[src/rtl/prng_arbiter.sv]
// prng_arbiter: round-robin sharing of one prng among NUM_REQ requesters.
// Latency: req seen in IDLE at cycle c -> rsp_valid at c+L+2 (L = ready delay after gen).
// Backpressure: one transaction outstanding; other requests wait at level until granted.
//
// Ports: clk/rst (async active-high); req/gnt per-requester request and
// one-hot grant; rsp_valid/rsp_id/rsp_data/rsp_err response pulse; busy
// (not IDLE); prng_gen/prng_ready/prng_number drive and sample the prng.
// Optional macro PRNG_ARB_TIMEOUT_EN: bounds WAIT to TIMEOUT cycles and
// answers with rsp_err=1, rsp_data=0 when the prng never becomes ready.
module prng_arbiter #(
  parameter int NUM_REQ  = 4,
  parameter int NUM_BITS = 4,
  parameter int TIMEOUT  = 64,
  localparam int ID_W    = $clog2(NUM_REQ)
) (
  input  logic                clk,
  input  logic                rst,
  input  logic [NUM_REQ-1:0]  req,
  output logic [NUM_REQ-1:0]  gnt,
  output logic                rsp_valid,
  output logic [ID_W-1:0]     rsp_id,
  output logic [NUM_BITS-1:0] rsp_data,
  output logic                rsp_err,
  output logic                busy,
  output logic                prng_gen,
  input  logic                prng_ready,
  input  logic [NUM_BITS-1:0] prng_number
);

  if (NUM_REQ < 2 || NUM_REQ > 16 || TIMEOUT < 1) begin : g_param_check
    $error("prng_arbiter: NUM_REQ must be 2..16 and TIMEOUT >= 1");
  end

  typedef enum logic [2:0] {
    S_IDLE,
    S_ISSUE,
    S_ARM,
    S_WAIT,
    S_DELIVER
  } state_t;

  state_t            state;
  logic [ID_W-1:0]   rr_ptr;
  logic [ID_W-1:0]   pick_id;
  logic [NUM_REQ-1:0] pick_oh;
  logic [ID_W:0]     idx;
  logic              found;

`ifdef PRNG_ARB_TIMEOUT_EN
  localparam int CNT_W = $clog2(TIMEOUT + 1);
  logic [CNT_W-1:0] wait_cnt;
`endif

  // Search from rr_ptr upward with wrap-around; idx carries one extra bit
  // so ptr + offset never overflows before the wrap subtraction.
  always_comb begin
    pick_id = '0;
    pick_oh = '0;
    found   = 1'b0;
    idx     = '0;
    for (int i = 0; i < NUM_REQ; i++) begin
      idx = {1'b0, rr_ptr} + (ID_W+1)'(i);
      if (idx >= (ID_W+1)'(NUM_REQ)) begin
        idx = idx - (ID_W+1)'(NUM_REQ);
      end
      if (!found && req[idx[ID_W-1:0]]) begin
        found   = 1'b1;
        pick_id = idx[ID_W-1:0];
      end
    end
    pick_oh[pick_id] = 1'b1;
  end

  always_ff @(posedge clk or posedge rst) begin
    if (rst) begin
      state     <= S_IDLE;
      rr_ptr    <= '0;
      gnt       <= '0;
      rsp_valid <= 1'b0;
      rsp_id    <= '0;
      rsp_data  <= '0;
      busy      <= 1'b0;
      prng_gen  <= 1'b0;
`ifdef PRNG_ARB_TIMEOUT_EN
      rsp_err   <= 1'b0;
      wait_cnt  <= '0;
`endif
    end else begin
      rsp_valid <= 1'b0;
      prng_gen  <= 1'b0;
      case (state)
        S_IDLE: begin
          if (found) begin
            gnt      <= pick_oh;
            rsp_id   <= pick_id;
            prng_gen <= 1'b1;   // high for exactly the ISSUE cycle
            busy     <= 1'b1;
            state    <= S_ISSUE;
          end
        end
        S_ISSUE: begin
          state <= S_ARM;
        end
        S_ARM: begin
          // prng_ready here still reflects the previous number; skip it.
`ifdef PRNG_ARB_TIMEOUT_EN
          wait_cnt <= '0;
`endif
          state <= S_WAIT;
        end
        S_WAIT: begin
          if (prng_ready) begin
            rsp_data  <= prng_number;
            rsp_valid <= 1'b1;
`ifdef PRNG_ARB_TIMEOUT_EN
            rsp_err   <= 1'b0;
`endif
            state     <= S_DELIVER;
          end
`ifdef PRNG_ARB_TIMEOUT_EN
          else if (wait_cnt == CNT_W'(TIMEOUT - 1)) begin
            rsp_data  <= '0;
            rsp_err   <= 1'b1;
            rsp_valid <= 1'b1;
            state     <= S_DELIVER;
          end else begin
            wait_cnt <= wait_cnt + 1'b1;
          end
`endif
        end
        S_DELIVER: begin
          gnt    <= '0;
          busy   <= 1'b0;
          rr_ptr <= (rsp_id == ID_W'(NUM_REQ - 1)) ? '0 : rsp_id + 1'b1;
`ifdef PRNG_ARB_TIMEOUT_EN
          rsp_err <= 1'b0;
`endif
          state  <= S_IDLE;
        end
        default: begin
          state <= S_IDLE;
        end
      endcase
    end
  end

`ifndef PRNG_ARB_TIMEOUT_EN
  assign rsp_err = 1'b0;
`endif

endmodule

[config.mk]
export PLATFORM = sky130hd
export DESIGN_NAME = prng_arbiter
export DESIGN_NICKNAME = d
export VERILOG_FILES = /design/src/rtl/prng_arbiter.sv
export SDC_FILE = /design/constraint.sdc
export NUM_CORES = 1
export LEC_CHECK = 0
export ABC_CLOCK_PERIOD_IN_PS = 4300
export CORE_MARGIN = 2
export CORE_UTILIZATION = 48
export CTS_CLUSTER_SIZE = 12
export DETAILED_ROUTE_END_ITERATION = 10
export HOLD_SLACK_MARGIN = 0.15
export PLACE_DENSITY = 0.88
export SYNTH_ARGS = -nofsm -noshare
export SYNTH_HDL_FRONTEND = slang
export SYNTH_SLANG_ARGS = --single-unit
[constraint.sdc]
create_clock -name clk -period 4.3 [get_ports clk]
set_input_delay 0.86 -clock clk [delete_from_list [all_inputs] [get_ports clk]]
set_output_delay 0.86 -clock clk [all_outputs]
set_load 0.02 [all_outputs]
* Yosys cells after proc, flatten, opt, wreduce, memory -nomap -nowiden *
Cells that the tools add are included.

cells by class
  muxes and demuxes = 34
  reduce and logical (&&, ||, !) cells = 13
  $lt $le $gt $ge = 10
  equality and inequality tests = 7
  $add $sub $neg = 8

operator list
  cell                                                 number
  two-way mux 2 bit                                    9
  < comparator 2 x 3 -> 1 bit, second input constant   5
  two-way mux 1 bit                                    14
  case mux 3 bit (4 select lines)                      1
  >= comparator 3 bit, second input constant           3
  binary-select mux 1 bit (select 2 bit)               4
  case mux 4 bit (2 select lines)                      1
  AND reduction 2 bit                                  4
  subtractor 2 x 1 -> 2 bit, second input constant     4
  adder 2 x 2 -> 3 bit, second input constant          2
  == test 3 x 2 -> 1 bit, second input constant        2
  two-way mux 3 bit                                    2
  logical AND 1 bit                                    4
  two-way mux 4 bit                                    1
  inequality test 2 bit, second input constant         2
  adder 2 x 1 -> 3 bit, second input constant          1
  == test 3 x 1 -> 1 bit, second input constant        1
  == test 3 bit, second input constant                 1
  >= comparator 2 x 3 -> 1 bit, second input constant  1
  logical NOT 1 bit                                    3
  logical NOT 3 bit                                    1
  adder 2 x 1 -> 2 bit, second input constant          1
  demux 1 bit (select 2 bit)                           1
  == test 2 bit, second input constant                 1
  3 further kinds                                      3

storage, ports and cells
  logic and storage cells = 80
  input port bits = 11
  register bits = 18

* Longest topological paths before layout *
Gate-level depths: netlist of the first run.

  word-level depth = 20
  mapped depth = 4

* Worst setup path before layout of the first run *
Ideal clock, no wire load.

  path type = in2reg
  from = input req[0]
  to = register rsp_id[0]
  library setup time = 0.125 ns
  stages on the path = 4
  arrival time = 1.844 ns
  slack = 2.331 ns
  cells stage by stage = or4_4 -> nand2_2 -> nor2_2 -> mux2_4

between the ends
  longest elaborated chain between the ends = 13

RTL lines
  item                                     line  source
  start, declared                          18    input logic [NUM_REQ-1:0] req,
  binary-select mux 1 bit (select 2 bit)   66    if (!found && req[idx[ID_W-1:0]]) begin
  two-way mux 1 bit (not written as such)  66
  two-way mux 1 bit                        66
  logical NOT 1 bit                        66
  logical AND 1 bit                        66
  two-way mux 1 bit                        66
  logical NOT 1 bit                        66
  logical AND 1 bit                        66
  two-way mux 1 bit                        66
  logical NOT 1 bit                        66
  logical AND 1 bit                        66
  two-way mux 1 bit                        66
  AND reduction 2 bit (no source line)     n/a
  end signal, assigned                     95    rsp_id <= pick_id;
  end, declared                            21    output logic [ID_W-1:0] rsp_id,

Several ways; a longest one is shown, not always the timed one. The select of a mux whose other input is x is not followed.
A chain may end at the register's enable or synchronous reset.

* Final worst setup path of the first run *
Ends and elaborated chain as after synthesis.

==> impl.org, run 1 <==
** Worst setup path
- Setup slack, reg-to-reg :: 2.76 ns
- Critical path startpoint category :: input pin
- STA classifies the critical path endpoint as a register.
- The worst register-to-register path ends at gnt[3].
- CP Class :: input pin to register
- CP Max Fanout :: 6
- Arrival time at the worst endpoint :: 2.39 ns
- In this run the critical register-to-register path is launched from state[0].
- Critical Path RT :: 4.49 ns
- Cells on worst reg2reg path :: 3

** Cells and area
- In the final layout, the multi-input gates occupy 364 um^2.
- Register area :: 450 um^2
- Number of fill cells in the layout :: 117
- The repair_antennas step left the layout with diodes totalling 0.
- Layout cell share with drive strength beyond 1 :: 15.1%
- Final net count :: 106
- Layout overhead on the synthesized area :: 32.4%
- Design Area, Final :: 1110 um^2

** STA
- For the finished layout, the period the worst path requires is 2.21 ns.
- Number of max-slew violations in the final report :: 0
- Tcrit/Tclk final :: 51.3%
- Setup repair after global routing left no endpoint under its margin.
- Fmax :: 453 MHz
- Across the routed clock network, the largest skew measured is 0.00238 ns.
- Least-Margin Pin Slew :: 0.663 ns
- Worst hold slack :: 0.491 ns
- The worst pin sits at a relative slew slack of 55.8%.
- Number of hold violations in the final report :: 0
- Post-route setup slack :: 2.09 ns
- Final number of setup-violating endpoints :: 0
- For the final routed database, the setup TNS stands at 0 ns.

** Power and ir drop
- Final total power :: 0.768 mW
- In this run the static leakage power is 0.473 nW.
- Max IR drop VDD :: 0.385 mV
- Power spread over the standard cell area amounts to 692 nW/um^2.

** Clock tree
- Buffers inserted to repair hold after CTS numbered 0.
- After clock tree synthesis, the clock-pin slew on the worst setup and hold paths is 0.10 ns.
- CTS tree :: done
- No sink is reached through more buffers than the 2 on the longest clock path.
- TritonCTS created 3 clock buffers.
- H-tree levels :: 1
- Clock Sink Count :: 18
- Gates resized during post-CTS repair numbered 0.
- Setup Fix Bufs, Post-CTS :: 0
- Insertion delay to the later sink of the worst-skew pair :: 0.29 ns
- The root buffer cell chosen for the clock tree is clkbuf_4.

** Global routing
- Global-route wire length before repair :: 2460 um
- Pin count of the biggest net entering global routing :: 19
- The via count of the first global-routing pass is 591.
- The number of antenna violations at the first check in global routing was 0.
- Residual overflow from global routing :: 0
- Global routing usage summed across all routing layers :: 17.1%

** Placement
- Worst-case setup slack after placement :: 1.79 ns
- Port buffering added 23 buffers.
- The congestion estimate from routability-driven global placement came to 0.808.
- Post-detail-place hpwl :: 1100 um
- Cell area after placement :: 1070 um^2

** Yosys
- Post-synthesis instance area :: 838 um^2
- In this run the mean area of a mapped cell was 12.1 um^2.
- Synth Net Count :: 81
- Total number of yosys warnings :: 0
- In this run, synthesis produced a sequential element count of 18.
- Portion of the post-synthesis area used by sequential elements :: 53.7%
- Mapped Cells :: 69
- The number of different library cells used by synthesis comes to 33.

** Drt
- Antenna Violating Nets Remaining :: 0
- Count of vias placed by the detailed router :: 607
- Total detailed-routing wirelength :: 1500 um
- Remaining DRCs :: 0
- Drt via density :: 5.52
- The first detailed-routing pass ran for 4 iterations.
- In the final routed layout, each cell accounts on average for 13.6 um.
- 1st-iter DRT viols :: 7

** Die
- The floorplan step defined a die boundary enclosing 2100 um^2.
- From left edge to right edge, the die measures 45.8 um.
- For this design the top-level I/O count stands at 25.
- Starting utilization of the core area :: 49.6%
- Die height :: 45.8 um
- Rows :: 15
- Total core area :: 1690 um^2

** Worst hold path
- Worst min-delay path class :: register to register
- In this run the most critical hold path is launched from rsp_data[3].
- Count of cells along the worst hold path :: 1
- Sink of the worst hold path :: rsp_data[3]

** Status
- The flow ran to the end, and the final reports show no timing, DRC or antenna violations.

** Run
- Across the run, the number of max-cap violations was 0.
==> layout make-up <==
class                           instances  area share [%]
Sequential cell                        18            40.6
Tap cell                               17            1.92
Clock buffer                            4            3.27
Timing Repair Buffer                   23            20.7
Inverter                                2           0.676
Multi-Input combinational cell         46            32.8
==> registers in the layout (all words and copies together), names as in the netlist <==
name / cells
rsp_id: 2
rsp_data: 4
rsp_valid: 1
prng_gen: 1
rr_ptr: 2
gnt: 4
state: 3
busy: 1
==> placed cells by master, fill, tap and decap left out, drive strengths merged <==
master	n
ha	1
conb	1
dfrtp	18
or3	1
o31a	1
clkdlybuf4s50	23
inv	2
nor2b	5
nor3	2
o21ai	2
nand2b	3
mux2	7
clkbuf	4
o32ai	1
o21bai	1
o31ai	2
nand2	3
a32o	3
a21oi	5
o21a	1
or4	1
and3	1
nor2	3
or4b	1
o32a	1
==> stage by stage <==
| step | util, % | std cells |
|---|---|---|
| final | 65.7 | 110 |
| after CTS | 65.7 | 110 |
| after global routing | 65.7 | 110 |
| after floorplan | - | 69 |
| after detailed placement | 63.6 | 106 |
| after global placement | 63.6 | 106 |
==> critical path, cell delays in order <==
cell             delay, ns
clkdlybuf4s50_1       0.46
or4_4                 0.60
nand2_2               0.10
nor2_2                0.07
mux2_4                0.31
==> worst max-delay path by stage <==
stage                     startpoint        end  cells after the start
after floorplan               req[0]  rsp_id[0]                      4
after global placement        req[0]  rsp_id[0]                      5
after detailed placement      req[0]  rsp_id[0]                      5
after CTS                     req[0]  rsp_id[0]                      5
after global routing       rsp_id[0]  rsp_id[0]                      1
final                         req[0]  rsp_id[0]                      5
==> logic make-up (layout without fill, tap and decap cells) <==
family                     count (synthesis)  count (layout)  share of synthesized area [%]
AOI/OAI and AO/OA                         17              17                           15.4
muxes                                      7               7                           10.3
other                                      1               1                          0.447
DFF                                       18              18                           53.7
adders and majority gates                  1               1                           1.49
buffers and inverters                      5              29                           2.84
and+or+nand+nor                           20              20                           15.8
==> Yosys cell counts (all sizes together) <==
library cell	number	area [um^2]
ha	1	12.5
or4	1	11.3
mux2	7	86.3
conb	1	3.75
a32o	3	30.0
a21oi	5	25.0
buf	2	12.5
o31a	1	8.76
nand2b	3	18.8
o21ai	2	10.0
inv	2	7.51
and3	1	6.26
clkbuf	1	3.75
o32a	1	11.3
nand2	3	13.8
dfrtp	18	450
nor3	2	10.0
nor2	3	13.8
or4b	1	13.8
o31ai	2	20.0
or3	1	6.26
nor2b	5	38.8
o32ai	1	8.76
o21a	1	7.51
o21bai	1	7.51
==> report_power, final <==
part	internal [mW]	leakage (nW)	total [mW]	switching, mW
logic	0.191	0.230	0.363	0.171
clock network	0.0516	0.0210	0.103	0.0516
registers	0.244	0.222	0.302	0.0585
==> routing by layer <==
layer	wire length (um)	global-route usage [%]	up-vias
li1	-	-	297
met1	734	22.2	285
met2	623	24.5	23
met3	116	6.75	2
met4	21	9.14	0
met5	0	0	-
Note: power is estimated with default switching activity, not from simulation.
==> run 2, diff against run 1 <==
ABC_CLOCK_PERIOD_IN_PS = 1900   (was 4300)
CORE_UTILIZATION = 40   (was 48)
PLACE_DENSITY = 0.79   (was 0.88)
clock period = 1.9 ns   (was 4.3 ns; I/O delays follow)
==> run 2 against run 1 <==
Clock-buffer cell count stayed put. Sequential cell count is the same. Critical path type is now register to output pin. Global-route usage fell by 0.29 points.
==> impl.org, run 2 (same netlist as run 1, synthesis figures left out) <==
** Die
- The die covers 2480 um^2.
- Top-Level Pins :: 25
- Chip Width :: 49.8 um
- Starting utilization of the core area :: 42.7%
- Die height :: 49.8 um
- The floorplan has 16 rows.
- The floorplan step defined a core boundary enclosing 1960 um^2.

** Clock tree
- After clock tree synthesis, the clock-pin slew on the worst setup and hold paths is 0.10 ns.
- Insertion delay to the later sink of the worst-skew pair :: 0.29 ns
- Cell chosen for the clock root :: clkbuf_4
- Clock Sink Count :: 18
- CTS tree :: done
- Buffer levels on the longest clock path :: 2
- Buffers inserted during clock tree synthesis total 3.
- Total of hold buffers inserted after clock tree synthesis :: 0
- Number of cells upsized or downsized after cts :: 0
- In this run the post-CTS setup repair buffer count came out at 0.
- H-tree levels :: 1

** Cells and area
- Layout overhead on the synthesized area :: 42.8%
- Antenna diodes :: 0
- Layout cell share with drive strength beyond 1 :: 23.3%
- Measured on the finished design, the core utilization comes to 61.0%.
- Count of non-filler cells in the finished layout :: 130
- Leaving out fill and tap cells, the most frequent cell in the layout is clkdlybuf4s50_1.
- Number of fill cells in the layout :: 177
- Most frequent cells in the layout :: 23 x clkdlybuf4s50_1, 18 x dfrtp_1, 10 x buf_4
- In the final layout, the registers with the most flip-flops are gnt (4), rsp_data (4), state (3).
- Summing all non-filler instances in the final layout gives an area of 1200 um^2.
- The net count of the finished layout is 116.

** Placement
- Summing all placed instances gives a cell area of 1160 um^2.
- Summed over all nets, the half-perimeter wirelength after detailed placement is 1350 um.
- Final weighted congestion of routability-driven global placement :: 0.755
- Buffers added on ports :: 23
- Including well taps, the total number of placed cells is 126.
- OpenSTA, run right after detailed placement, puts the worst setup slack at -0.109 ns.

** STA
- Worst hold slack :: 0.391 ns
- Across the routed clock network, the largest skew measured is 0.000815 ns.
- The final count of hold timing violations was 0.
- Post-route setup slack :: 0.189 ns
- Counting I/O delays and the setup requirement, the final critical path takes 1.71 ns.
- Fmax :: 584 MHz
- Unrepaired setup endpoints after global routing :: no
- Tcrit/Tclk final :: 90.0%
- Final number of setup-violating endpoints :: 0
- Summed over all failing endpoints, the final setup total negative slack is 0 ns.
- The total count of max-transition violations in the final report is 0.

** Worst setup path
- The worst setup path is launched from a register.
- Data on the critical path is required at its endpoint by 1.52 ns.
- Dominant delay contributor by cell family on the critical path :: buffers and inverters
- The worst setup path is of the register to output pin kind.
- Slowest cell on the critical path :: clkdlybuf4s50_1
- The worst setup path is captured at an output pin.
- For the worst setup path, the data arrival time is 1.33 ns.
- Delay of the slowest cell on the worst path :: 0.63 ns
- Counting both buffers and inverters, the worst setup path holds a total of 1.
- Of all nets on the critical path, the largest fanout is 4.
- Cell Chain, Critical Path :: clkdlybuf4s50_1
- Setup slack, reg-to-reg :: 0.46 ns

** Power and ir drop
- VDD sags by at most 0.804 mV.
- Final total power :: 1.79 mW
- Leakage :: 0.521 nW
- Power per Cell Area :: 1500 nW/um^2

** Global routing
- The first global-routing pass estimated 3160 um of wire.
- Pin count of the biggest net entering global routing :: 19
- Number of global-route vias before repair :: 723
- Summed over all layers, the global routing overflow is 0.
- The number of antenna violations at the first check in global routing came to 0.
- Global routing usage summed across all routing layers :: 16.8%

** Drt
- Wires add up to 1720 um.
- 1st-iter DRT viols :: 10
- In the final routed layout, each cell accounts on average for 13.2 um.
- Antenna Violating Nets Remaining :: 0
- Across all layers, the routed design uses 640 vias.
- In the routed layout, each cell is associated on average with a via count of 4.92.
- The pre-antenna-repair detailed-routing pass consisted of 3 iterations.
- Remaining DRCs :: 0

** Run
- The tool flagged a number of max-cap violations equal to 0.

** Worst hold path
- The path class of the tightest hold or removal check is input pin to asynchronous set/reset pin.

** Status
- Run status :: finished clean
## run 2: worst reg2reg max path, stage by stage, from the launching register on
cell     delay [ns]
dfrtp_1        0.41
nor2b_4        0.06
o21a_1         0.20
or4b_4         0.51
o31ai_2        0.17
## run 2: routing by layer
| layer | global-route usage, % | vias up | share of wire, % |
|---|---|---|---|
| met3 | 0.909 | 2 | 1.6 |
| met5 | 0 | - | 0 |
| li1 | - | 319 | - |
| met2 | 30.4 | 12 | 53 |
| met1 | 19.3 | 307 | 43 |
| met4 | 10.2 | 0 | 1.6 |
## run 2: final timing paths
path | from | to | cells after the start
setup / recovery | rsp_id[0] | rsp_id[0] | 1
hold / removal | rst | state[0] | 3
setup reg to reg | rr_ptr[0] | gnt[3] | 4
hold reg to reg | rsp_data[0] | rsp_data[0] | 1
max in group asynchronous | rst | gnt[2] | 3
min in group clk | rsp_data[0] | rsp_data[0] | 1
## run 2: where the power goes
part	internal (mW)	switching, mW
clock	0.117	0.112
combinational	0.475	0.406
sequential	0.552	0.134
## run 2: final cells by class
cell class | instances | area (um^2) | area share, %
sequential | 18 | 450 | 37.6
tap | 27 | 33.8 | 2.82
clock buffer | 4 | 36.3 | 3.03
multi-input combinational | 46 | 364 | 30.4
timing repair buffer | 33 | 305 | 25.5
inverter | 2 | 7.51 | 0.627
==> variant, RTL diff (flow settings as in run 2) <==
The 5 states of `state_t` get a one-hot encoding in 5 bits.
--- a/src/rtl/prng_arbiter.sv
+++ b/src/rtl/prng_arbiter.sv
@@ -31,12 +31,12 @@
     $error("prng_arbiter: NUM_REQ must be 2..16 and TIMEOUT >= 1");
   end
 
-  typedef enum logic [2:0] {
-    S_IDLE,
-    S_ISSUE,
-    S_ARM,
-    S_WAIT,
-    S_DELIVER
+  typedef enum logic [4:0] {
+    S_IDLE    = 5'b00001,
+    S_ISSUE   = 5'b00010,
+    S_ARM     = 5'b00100,
+    S_WAIT    = 5'b01000,
+    S_DELIVER = 5'b10000
   } state_t;
 
   state_t            state;
Formal check against the unedited RTL: no difference found for any inputs over 10 cycles, from zero or initial values and one cycle with rst high; not proved beyond that.
==> variant against run 2 <==
Utilization decreased by 3.7 points. Fmax decreased by 5.3%. Critical endpoint is now gnt[3]$_DFFE_PP0P_. Total power decreased by 6.9%. Routed wire length increased by 1.4%. Area after synthesis increased by 10%. Critical path depth increased by 3. Sequential cell count increased by 2. Global-route usage decreased by 1.8 points. First-iteration DRC count increased by 60%. Worst setup slack got worse by 0.095 ns. Cell area increased by 4.9%.
==> variant: results <==
metrics = {
    "place": {
        "hpwlAfterDp_um": 1360,
        "dp_slack_ns": -0.148,
        "place.gp.congestion": 0.815,
        "post_dp_cell_area_um2": 1230,
    },
    "logic_synthesis": {
        "synth_area_leaders": "dfrtp_1 51%, mux2_2 6.1%, nor4_1 3.4%",
        "netlist_top_cells_count": "19 x dfrtp_1, 5 x inv_1, 5 x mux2_2, 5 x nor4_1",
        "synthesis.nets": 92,
        "synth_cell_types": 35,
        "synth-seq-area-share_pct": 54.3,
    },
    "layout": {
        "drive_gt1_share_pct": 21.2,
        "final_nets": 126,
        "top_regs": "state (5), gnt (4), rsp_data (4)",
        "diodes": 0,
    },
    "power": {
        "clock_power_share_pct": 11.5,
        "p_comb_uw": 793,
        "p_leak_nw": 0.570,
        "p_per_area_nw_per_um2": 1330,
        "ir_drop_mv": 0.861,
        "p_switching_uw": 605,
    },
    "timing": {
        "hold_viol": 0,
        "final.setup_skew_ns": 0.00503,
    },
    "drt": {
        "dr.pass1.iters": 4,
        "vias": 740,
        "drtIter0Drc": 16,
        "routedWlPerCell_um": 12.4,
    },
    "global_route": {
        "grt_max_degree": 18,
        "grt_first_pass_wirelength_um": 3050,
        "grt_usage_pct": 15.0,
    },
    "critical_path": {
        "crit_fanout": 10,
        "slowest_stage": "or4b_4",
        "startpoint": "state[2]$_DFFE_PP0P_",
        "slowest_delay_ns": 0.57,
        "critPathArrivalTime_ns": 2.03,
        "path_delay_family": "simple AND/OR/NAND/NOR gates",
    },
    "cts": {
        "root_buffer": "clkbuf_4",
    },
    "run_status": {
        "run_status": "finished clean",
    },
}
## variant: cell type report
| class | instances | area [um^2] |
|---|---|---|
| clock buffers | 4 | 26.3 |
| inverters | 6 | 22.5 |
| fillers | 193 | 935 |
| flip-flops and latches | 20 | 502 |
| repair buffers | 33 | 305 |
| multi-input cells | 50 | 365 |
| well taps | 28 | 35.0 |
## variant: path summary, 6_finish.rpt
| kind | endpoint | slack (ns) | cells after the start |
|---|---|---|---|
| worst min-delay path | rsp_valid$_DFF_PP0_ | 0.26 | 2 |
| worst max-delay path | gnt[3]$_DFFE_PP0P_ | 0.09 | 4 |
| worst max register to register | gnt[3]$_DFFE_PP0P_ | 0.09 | 4 |
| max in group asynchronous | state[0]$_DFFE_PP1P_ | 1.14 | 3 |
| min in group clk | busy$_DFFE_PP0P_ | 0.51 | 1 |
| worst min register to register | busy$_DFFE_PP0P_ | 0.51 | 1 |
## variant: through the flow
step                      std cells  hold WS, ns  utilization, %
after floorplan                  80        0.343               -
after global placement          137        0.489            56.1
after detailed placement        137        0.486            56.1
after CTS                       141        0.263            57.3
after global routing            141        0.257            57.3
final                           141        0.261            57.3
## variant: per-layer routing
metal / up-vias / share of wire, % / GRT usage (%)
met3: 2 / 2.2 / 0.862
met4: 0 / 1.1 / 6.58
met1: 364 / 47 / 20.8
li1: 358 / - / -
met2: 16 / 50 / 24.3
met5: - / 0 / 0
## variant: logic make-up (layout without fill, tap and decap cells)
family	count (synthesis)	in the layout	synth area share, %
other	1	1	0.406
muxes	5	5	6.10
xor gates and xnor gates	1	1	0.949
AOI/OAI and AO/OA	19	19	14.0
and+or+nand+nor	23	23	16.8
adders and majority gates	1	1	1.35
DFF	20	20	54.3
buffers and inverters	10	43	6.10
